==> src/rtl/wta_winner_decoder_if.sv <==
// Single-entry event port of the WTA winner decoder: valid/ready with winner and magnitude payload.
interface wta_winner_decoder_if;
  logic       evt_valid;
  logic       evt_ready;
  logic       evt_winner;
  logic [3:0] evt_mag;

  modport master (output evt_valid, output evt_winner, output evt_mag, input evt_ready);
  modport slave  (input evt_valid, input evt_winner, input evt_mag, output evt_ready);
endinterface

==> src/rtl/wta_winner_decoder.sv <==
// Receive side of the winner-take-all stage: classifies samples, debounces winner changes,
// emits one event per confirmed change and keeps saturating win counters plus sticky errors.
module wta_winner_decoder #(
  parameter int unsigned HOLD_CYCLES = 4,
  parameter int unsigned CNT_W       = 8
) (
  input  logic                 clk,
  input  logic                 rst_n,
  input  logic                 in_valid,
  input  logic [7:0]           wta_in,
  input  logic                 clr,
  output logic                 cur_valid,
  output logic                 cur_winner,
  output logic [3:0]           cur_mag,
  wta_winner_decoder_if.master evt,
  output logic [CNT_W-1:0]     win_hi_cnt,
  output logic [CNT_W-1:0]     win_lo_cnt,
  output logic                 err_bad,
  output logic                 err_ovf
);

  typedef enum logic {IDLE, CONFIRMED} state_t;

  state_t state_q, state_d;

  logic             cand_q, cand_d;
  logic [3:0]       cand_cnt_q, cand_cnt_d;
  logic             cur_winner_q, cur_winner_d;
  logic [3:0]       cur_mag_q, cur_mag_d;
  logic             evt_valid_q, evt_valid_d;
  logic             evt_winner_q, evt_winner_d;
  logic [3:0]       evt_mag_q, evt_mag_d;
  logic [CNT_W-1:0] hi_cnt_q, hi_cnt_d;
  logic [CNT_W-1:0] lo_cnt_q, lo_cnt_d;
  logic             err_bad_q, err_bad_d;
  logic             err_ovf_q, err_ovf_d;

  logic       hi_nz, lo_nz, is_hi, is_bad;
  logic       take, bad_s, match_cur, confirm;
  logic [3:0] mag, run_cnt;

  // Sample classification; is_hi doubles as the class bit (1=HI, 0=LO).
  always_comb begin
    hi_nz     = |wta_in[7:4];
    lo_nz     = |wta_in[3:0];
    is_hi     = hi_nz & ~lo_nz;
    is_bad    = hi_nz & lo_nz;
    take      = in_valid & (hi_nz ^ lo_nz);
    bad_s     = in_valid & is_bad;
    mag       = is_hi ? wta_in[7:4] : wta_in[3:0];
    match_cur = (state_q == CONFIRMED) && (is_hi == cur_winner_q);
    run_cnt   = ((cand_cnt_q != '0) && (is_hi == cand_q)) ? cand_cnt_q + 4'd1 : 4'd1;
    confirm   = take & ~match_cur & (run_cnt == 4'(HOLD_CYCLES));
  end

  always_ff @(posedge clk) begin
    if (!rst_n) state_q <= IDLE;
    else        state_q <= state_d;
  end

  always_comb begin
    state_d = state_q;
    if (confirm) state_d = CONFIRMED;
  end

  always_comb begin
    cur_valid = (state_q == CONFIRMED);
  end

  always_comb begin
    cand_d       = cand_q;
    cand_cnt_d   = cand_cnt_q;
    cur_winner_d = cur_winner_q;
    cur_mag_d    = cur_mag_q;
    evt_valid_d  = evt_valid_q;
    evt_winner_d = evt_winner_q;
    evt_mag_d    = evt_mag_q;
    hi_cnt_d     = hi_cnt_q;
    lo_cnt_d     = lo_cnt_q;
    err_bad_d    = err_bad_q;
    err_ovf_d    = err_ovf_q;

    if (bad_s) begin
      err_bad_d  = 1'b1;
      cand_cnt_d = '0;
    end else if (take) begin
      if (match_cur) begin
        cand_cnt_d = '0;
        cur_mag_d  = mag;
      end else if (confirm) begin
        cand_d       = is_hi;
        cand_cnt_d   = '0;
        cur_winner_d = is_hi;
        cur_mag_d    = mag;
      end else begin
        cand_d     = is_hi;
        cand_cnt_d = run_cnt;
      end
      if (is_hi && hi_cnt_q != '1) hi_cnt_d = hi_cnt_q + 1'b1;
      if (!is_hi && lo_cnt_q != '1) lo_cnt_d = lo_cnt_q + 1'b1;
    end

    // A load on the handshake edge replaces the retiring entry instead of clearing it.
    if (confirm) begin
      if (evt_valid_q && !evt.evt_ready) err_ovf_d = 1'b1;
      evt_valid_d  = 1'b1;
      evt_winner_d = is_hi;
      evt_mag_d    = mag;
    end else if (evt_valid_q && evt.evt_ready) begin
      evt_valid_d = 1'b0;
    end

    if (clr) begin
      hi_cnt_d  = '0;
      lo_cnt_d  = '0;
      err_bad_d = 1'b0;
      err_ovf_d = 1'b0;
    end
  end

  always_ff @(posedge clk) begin
    if (!rst_n) begin
      cand_q       <= 1'b0;
      cand_cnt_q   <= '0;
      cur_winner_q <= 1'b0;
      cur_mag_q    <= '0;
      evt_valid_q  <= 1'b0;
      evt_winner_q <= 1'b0;
      evt_mag_q    <= '0;
      hi_cnt_q     <= '0;
      lo_cnt_q     <= '0;
      err_bad_q    <= 1'b0;
      err_ovf_q    <= 1'b0;
    end else begin
      cand_q       <= cand_d;
      cand_cnt_q   <= cand_cnt_d;
      cur_winner_q <= cur_winner_d;
      cur_mag_q    <= cur_mag_d;
      evt_valid_q  <= evt_valid_d;
      evt_winner_q <= evt_winner_d;
      evt_mag_q    <= evt_mag_d;
      hi_cnt_q     <= hi_cnt_d;
      lo_cnt_q     <= lo_cnt_d;
      err_bad_q    <= err_bad_d;
      err_ovf_q    <= err_ovf_d;
    end
  end

  always_comb begin
    cur_winner     = cur_winner_q;
    cur_mag        = cur_mag_q;
    evt.evt_valid  = evt_valid_q;
    evt.evt_winner = evt_winner_q;
    evt.evt_mag    = evt_mag_q;
    win_hi_cnt     = hi_cnt_q;
    win_lo_cnt     = lo_cnt_q;
    err_bad        = err_bad_q;
    err_ovf        = err_ovf_q;
  end

endmodule

==> src/flat_wrapper.sv <==
// flat-port wrapper written by rule: the top's interface ports become plain ports
module wta_winner_decoder_flat 
#(
  parameter int unsigned HOLD_CYCLES = 4,
  parameter int unsigned CNT_W       = 8
)
  (clk, rst_n, in_valid, wta_in, clr, cur_valid, cur_winner, cur_mag, win_hi_cnt, win_lo_cnt, err_bad, err_ovf, evt_evt_valid, evt_evt_winner, evt_evt_mag, evt_evt_ready);
  wta_winner_decoder_if evt_i ();
  input  logic clk;
  input  logic rst_n;
  input  logic in_valid;
  input  logic [7:0] wta_in;
  input  logic clr;
  output logic cur_valid;
  output logic cur_winner;
  output logic [3:0] cur_mag;
  output logic [CNT_W-1:0] win_hi_cnt;
  output logic [CNT_W-1:0] win_lo_cnt;
  output logic err_bad;
  output logic err_ovf;
  output wire logic [$bits(evt_i.evt_valid)-1:0] evt_evt_valid;
  output wire logic [$bits(evt_i.evt_winner)-1:0] evt_evt_winner;
  output wire logic [$bits(evt_i.evt_mag)-1:0] evt_evt_mag;
  input wire logic [$bits(evt_i.evt_ready)-1:0] evt_evt_ready;
  assign evt_evt_valid = evt_i.evt_valid;
  assign evt_evt_winner = evt_i.evt_winner;
  assign evt_evt_mag = evt_i.evt_mag;
  assign evt_i.evt_ready = evt_evt_ready;
  wta_winner_decoder #(.HOLD_CYCLES(HOLD_CYCLES), .CNT_W(CNT_W)) u_core (.clk(clk), .rst_n(rst_n), .in_valid(in_valid), .wta_in(wta_in), .clr(clr), .cur_valid(cur_valid), .cur_winner(cur_winner), .cur_mag(cur_mag), .evt(evt_i), .win_hi_cnt(win_hi_cnt), .win_lo_cnt(win_lo_cnt), .err_bad(err_bad), .err_ovf(err_ovf));
endmodule
==> config.mk <==
export PLATFORM = sky130hd
export DESIGN_NAME = wta_winner_decoder_flat
export DESIGN_NICKNAME = d
export VERILOG_FILES = /design/src/rtl/wta_winner_decoder_if.sv /design/src/rtl/wta_winner_decoder.sv /design/src/flat_wrapper.sv
export SDC_FILE = /design/constraint.sdc
export NUM_CORES = 1
export LEC_CHECK = 0
export ABC_AREA = 1
export ABC_CLOCK_PERIOD_IN_PS = 5400
export CAP_MARGIN = 20
export CORE_MARGIN = 4
export CORE_UTILIZATION = 45
export CTS_BUF_LIST = sky130_fd_sc_hd__clkbuf_16
export DETAILED_ROUTE_END_ITERATION = 16
export GPL_ROUTABILITY_DRIVEN = 0
export PLACE_DENSITY = 0.73
export SLEW_MARGIN = 0
export SYNTH_ARGS = -nofsm -noshare
export SYNTH_HDL_FRONTEND = slang
export SYNTH_SLANG_ARGS = --single-unit
==> constraint.sdc <==
create_clock -name clk -period 5.4 [get_ports clk]
set_input_delay 1.08 -clock clk [delete_from_list [all_inputs] [get_ports clk]]
set_output_delay 1.08 -clock clk [all_outputs]
set_load 0.005 [all_outputs]
==> results by group <==
Synth
  – Post-synth ARST share: 0
  – Number of synthesis warnings: 0
  – Post-Synth Adder-Cell Area: 0.04132
  – Seq/Total Area, Yosys: 0.3857
  – Syn avg cell area: about 7.2 µm²
  – Number of synthesized flops with an enable pin: 0
  – Synthesized netlist net count: about 270
  – Top_reg_cell synth: dfxtp_1
  – Post-Synth XOR/XNOR Area: 0.02893
  – Simple-gate share of the synthesized area: 0.3223
  – Complex-gate fraction of the synthesized area: 0.1267
  – Largest family of logic cells by synthesized area: simple AND/OR/NAND/NOR gates
  – Cell Area, Synth: between 0.0015 and 0.002 mm²
  – Yosys reg bits: 35
  – Cell variety after synth: 33
  – Post-synthesis cell count: 254
  – Post-synthesis mux area share: 0

Route
  – Vias/cell: ~4.9
  – DRC Markers: 0
  – Wl on met1: about 1900 µm
  – DRT Pass-1 Iters: 4
  – Top Metal Used: met4
  – Via count: between 1500 and 2000
  – Iter 0 DRT Violations: a little over 100
  – DR WL met2: ~1800 µm
  – Total Wirelength: roughly 4000 µm
  – Detail Route Antenna Nets: 0
  – Drt wl/cell: between 10 and 15 µm
  – Met3 wire len: 247 µm

Power
  – Pint: 0.5358 mW
  – Share of power burned in registers: 0.393
  – P_sw: ~0.12 mW
  – Clk pwr share: 0.565
  – Lkg Pwr: 0.8663 nW
  – Comb power frac: 0.042
  – Cell Pwr Density: ~270 mW/mm²
  – Sw Share: 0.1872
  – Maximum VDD drop: 0.1705 mV

Cells and area
  – FILL cells: roughly 340
  – Multi-input logic area: 943.4 µm²
  – Share of cells above drive strength 1: 0.09000
  – Commonest non-fill, non-tap cell in the layout: nand2_1
  – Synth-to-layout area growth: 35.33%
  – Most frequent cells in the layout: 60 x nand2_1, 42 x clkdlybuf4s50_1, 35 x dfxtp_1, 32 x inv_1, 28 x a21oi_1
  – Antenna Diode Count: 0
  – Finished Core Util: 0.6520
  – Register area: 700.7 µm²
  – Final nets: around 320
  – Layout Cell Area excl Fill: around 0.0025 mm²

Placed design
  – Placed inst area: 0.002266 mm²
  – I/O Buffers: 42
  – Worst Setup Slack post-DPL: 1.638 ns
  – Dpl hpwl: 3016 µm

Setup path
  – Critical Path Fanout Max: 15
  – CP Capture Type: register
  – Critical path arrival: around 3.7 ns
  – CP Cell Sequence: clkdlybuf4s50_1, nor4_1, ha_1, nand2_1, nand3_2, nand2_1, nor2_1, nand3_2, nand2_2, nand3_1, nand2_1, nor2_1
  – Critical path type: input pin to register
  – Most frequent CP cell: nand2_1
  – Critical Path RT: 5.57 ns
  – CP max-delay cell: ha_1
  – Slowest stage delay, CP: roughly 0.53 ns
  – Worst Setup Start Kind: input pin

STA
  – Fin crit period: roughly 3.5 ns
  – Max-slew violations: 0
  – Worst Skew: a little over 0.005 ns
  – Total negative slack: 0 ns
  – Worst Tran Pin Value: 0.7000 ns
  – Tcrit/Tclk final: 0.6503
  – FMAX: roughly 280 MHz
  – Worst setup margin: ~1.9 ns
  – RSZ-0062 raised after global routing: no
  – Slew HR: 0.5316
  – Final hold viol count: 0
  – Setup violations, final: 0

Clock network
  – CTS H-tree lvls: 2
  – Hold_buf cts: 0
  – CTS clock-pin slew for the worst setup and hold paths: ~0.05 ns
  – Clk Latency, worst-skew pair: roughly 0.28 ns
  – Clock sinks: 35
  – Post-CTS setup buffers: 0
  – PostCTS Resize Cnt: 0
  – Max clock buf depth: 2
  – Clock buffer count from CTS: 5
  – CTS tree: done
  – Clk root buf: clkbuf_16

GRT
  – All-Layer GR Usage: 0.1567
  – First-pass GRT wire length: 6603 µm
  – Initial antenna violation count: 0
  – Total global routing overflow: 0
  – Largest net degree at the start of global routing: 16
  – Vias in the first global route: 1532

Floorplan
  – I/O Pins: between 40 and 50
  – Die Ht: a little over 70 µm
  – Width of the chip: between 70 and 80 µm
  – Core Region: 0.003771 mm²
  – Starting Density: 0.4818
  – FP Rows: 22
  – Die area: about 0.0051 mm²

Run
  – Max_cap viols: 0

Run status
  – Status: finished, final reports clean

Hold path
  – Hold crit path type: register to register
## power groups by stage
stage          combinational [mW]  sequential (mW)  clock (mW)
2_1_floorplan              0.0132            0.265           0
3_3_place_gp               0.0273            0.265           0
3_5_place_dp               0.0274            0.265           0
4_1_cts                    0.0274            0.259       0.377
5_1_grt                    0.0307            0.259       0.387
6_report                   0.0274            0.259       0.373
## sequential cells by signal, indices dropped and copies added (netlist names), 4 cells and up
signal and count:
u_core.win_hi_cnt 8, u_core.evt.evt_mag 4, u_core.win_lo_cnt 8, u_core.cur_mag 4, u_core.cand_cnt_q 4
## area by class of cell
type                    instances  area share
inverters                      37     0.05751
flip-flops and latches         35      0.2850
clock inverters                 3     0.02748
well taps                      48     0.02443
repair buffers                 42      0.1710
clock buffers                   5     0.05089
multi-input cells             178      0.3837
## Yosys cell counts (all sizes together) (3+ instances only)
cell / number / area, µm²
nor3: 6 / 40.04
buf: 3 / 27.52
nand4: 6 / 37.54
dfxtp: 35 / 700.7
xor2: 4 / 35.03
a21oi: 28 / 140.1
or2: 5 / 33.78
inv: 35 / 133.9
nor2: 22 / 95.09
nand2: 65 / 256.5
o21ai: 11 / 55.05
nand3: 17 / 107.6
ha: 6 / 75.07
## worst paths after layout
kind	start	to	slack [ns]	depth (start not counted)
min	u_core.evt.evt_mag[2]$_SDFFE_PN0P_	u_core.evt.evt_mag[2]$_SDFFE_PN0P_	0.46	2
max	wta_in[1]	u_core.cur_mag[1]$_SDFFE_PN0P_	1.89	12
min reg2reg	u_core.evt.evt_mag[2]$_SDFFE_PN0P_	u_core.evt.evt_mag[2]$_SDFFE_PN0P_	0.46	2
max reg2reg	u_core.cand_cnt_q[0]$_SDFFE_PP0P_	u_core.cur_mag[1]$_SDFFE_PN0P_	3.48	10
## metrics by stage
stage / power, mW / hold slack, ns / instances
2_1_floorplan: 0.2781 / 0.4433 / 254
3_5_place_dp: 0.2923 / 0.4580 / 340
6_report: 0.6593 / 0.4640 / 348
4_1_cts: 0.6639 / 0.4665 / 348
3_3_place_gp: 0.2923 / 0.4563 / 340
5_1_grt: 0.6769 / 0.4854 / 348
## worst max-delay path, delay by kind of cell
kind	cells	cell delay (ns)
buf+inv	1	0.42
simple gates	10	1.65
fa+ha+maj	1	0.53
## layer usage
layer / vias up / track usage
li1: 909 / -
met1: 749 / 0.2098
met2: 49 / 0.2459
met3: 5 / 0.04067
met4: 0 / 0.05010
met5: - / 0
## cell families (layout without fill, tap and decap cells)
| family | after synthesis | in the layout |
|---|---|---|
| XOR/XNOR | 6 | 6 |
| adder cells (fa/ha/maj) | 6 | 6 |
| AO/OA/AOI/OAI | 43 | 43 |
| AND/OR/NAND/NOR | 123 | 123 |
| flip-flops | 35 | 35 |
| buffers and inverters | 41 | 87 |
Note: power is estimated with default switching activity, not from simulation.
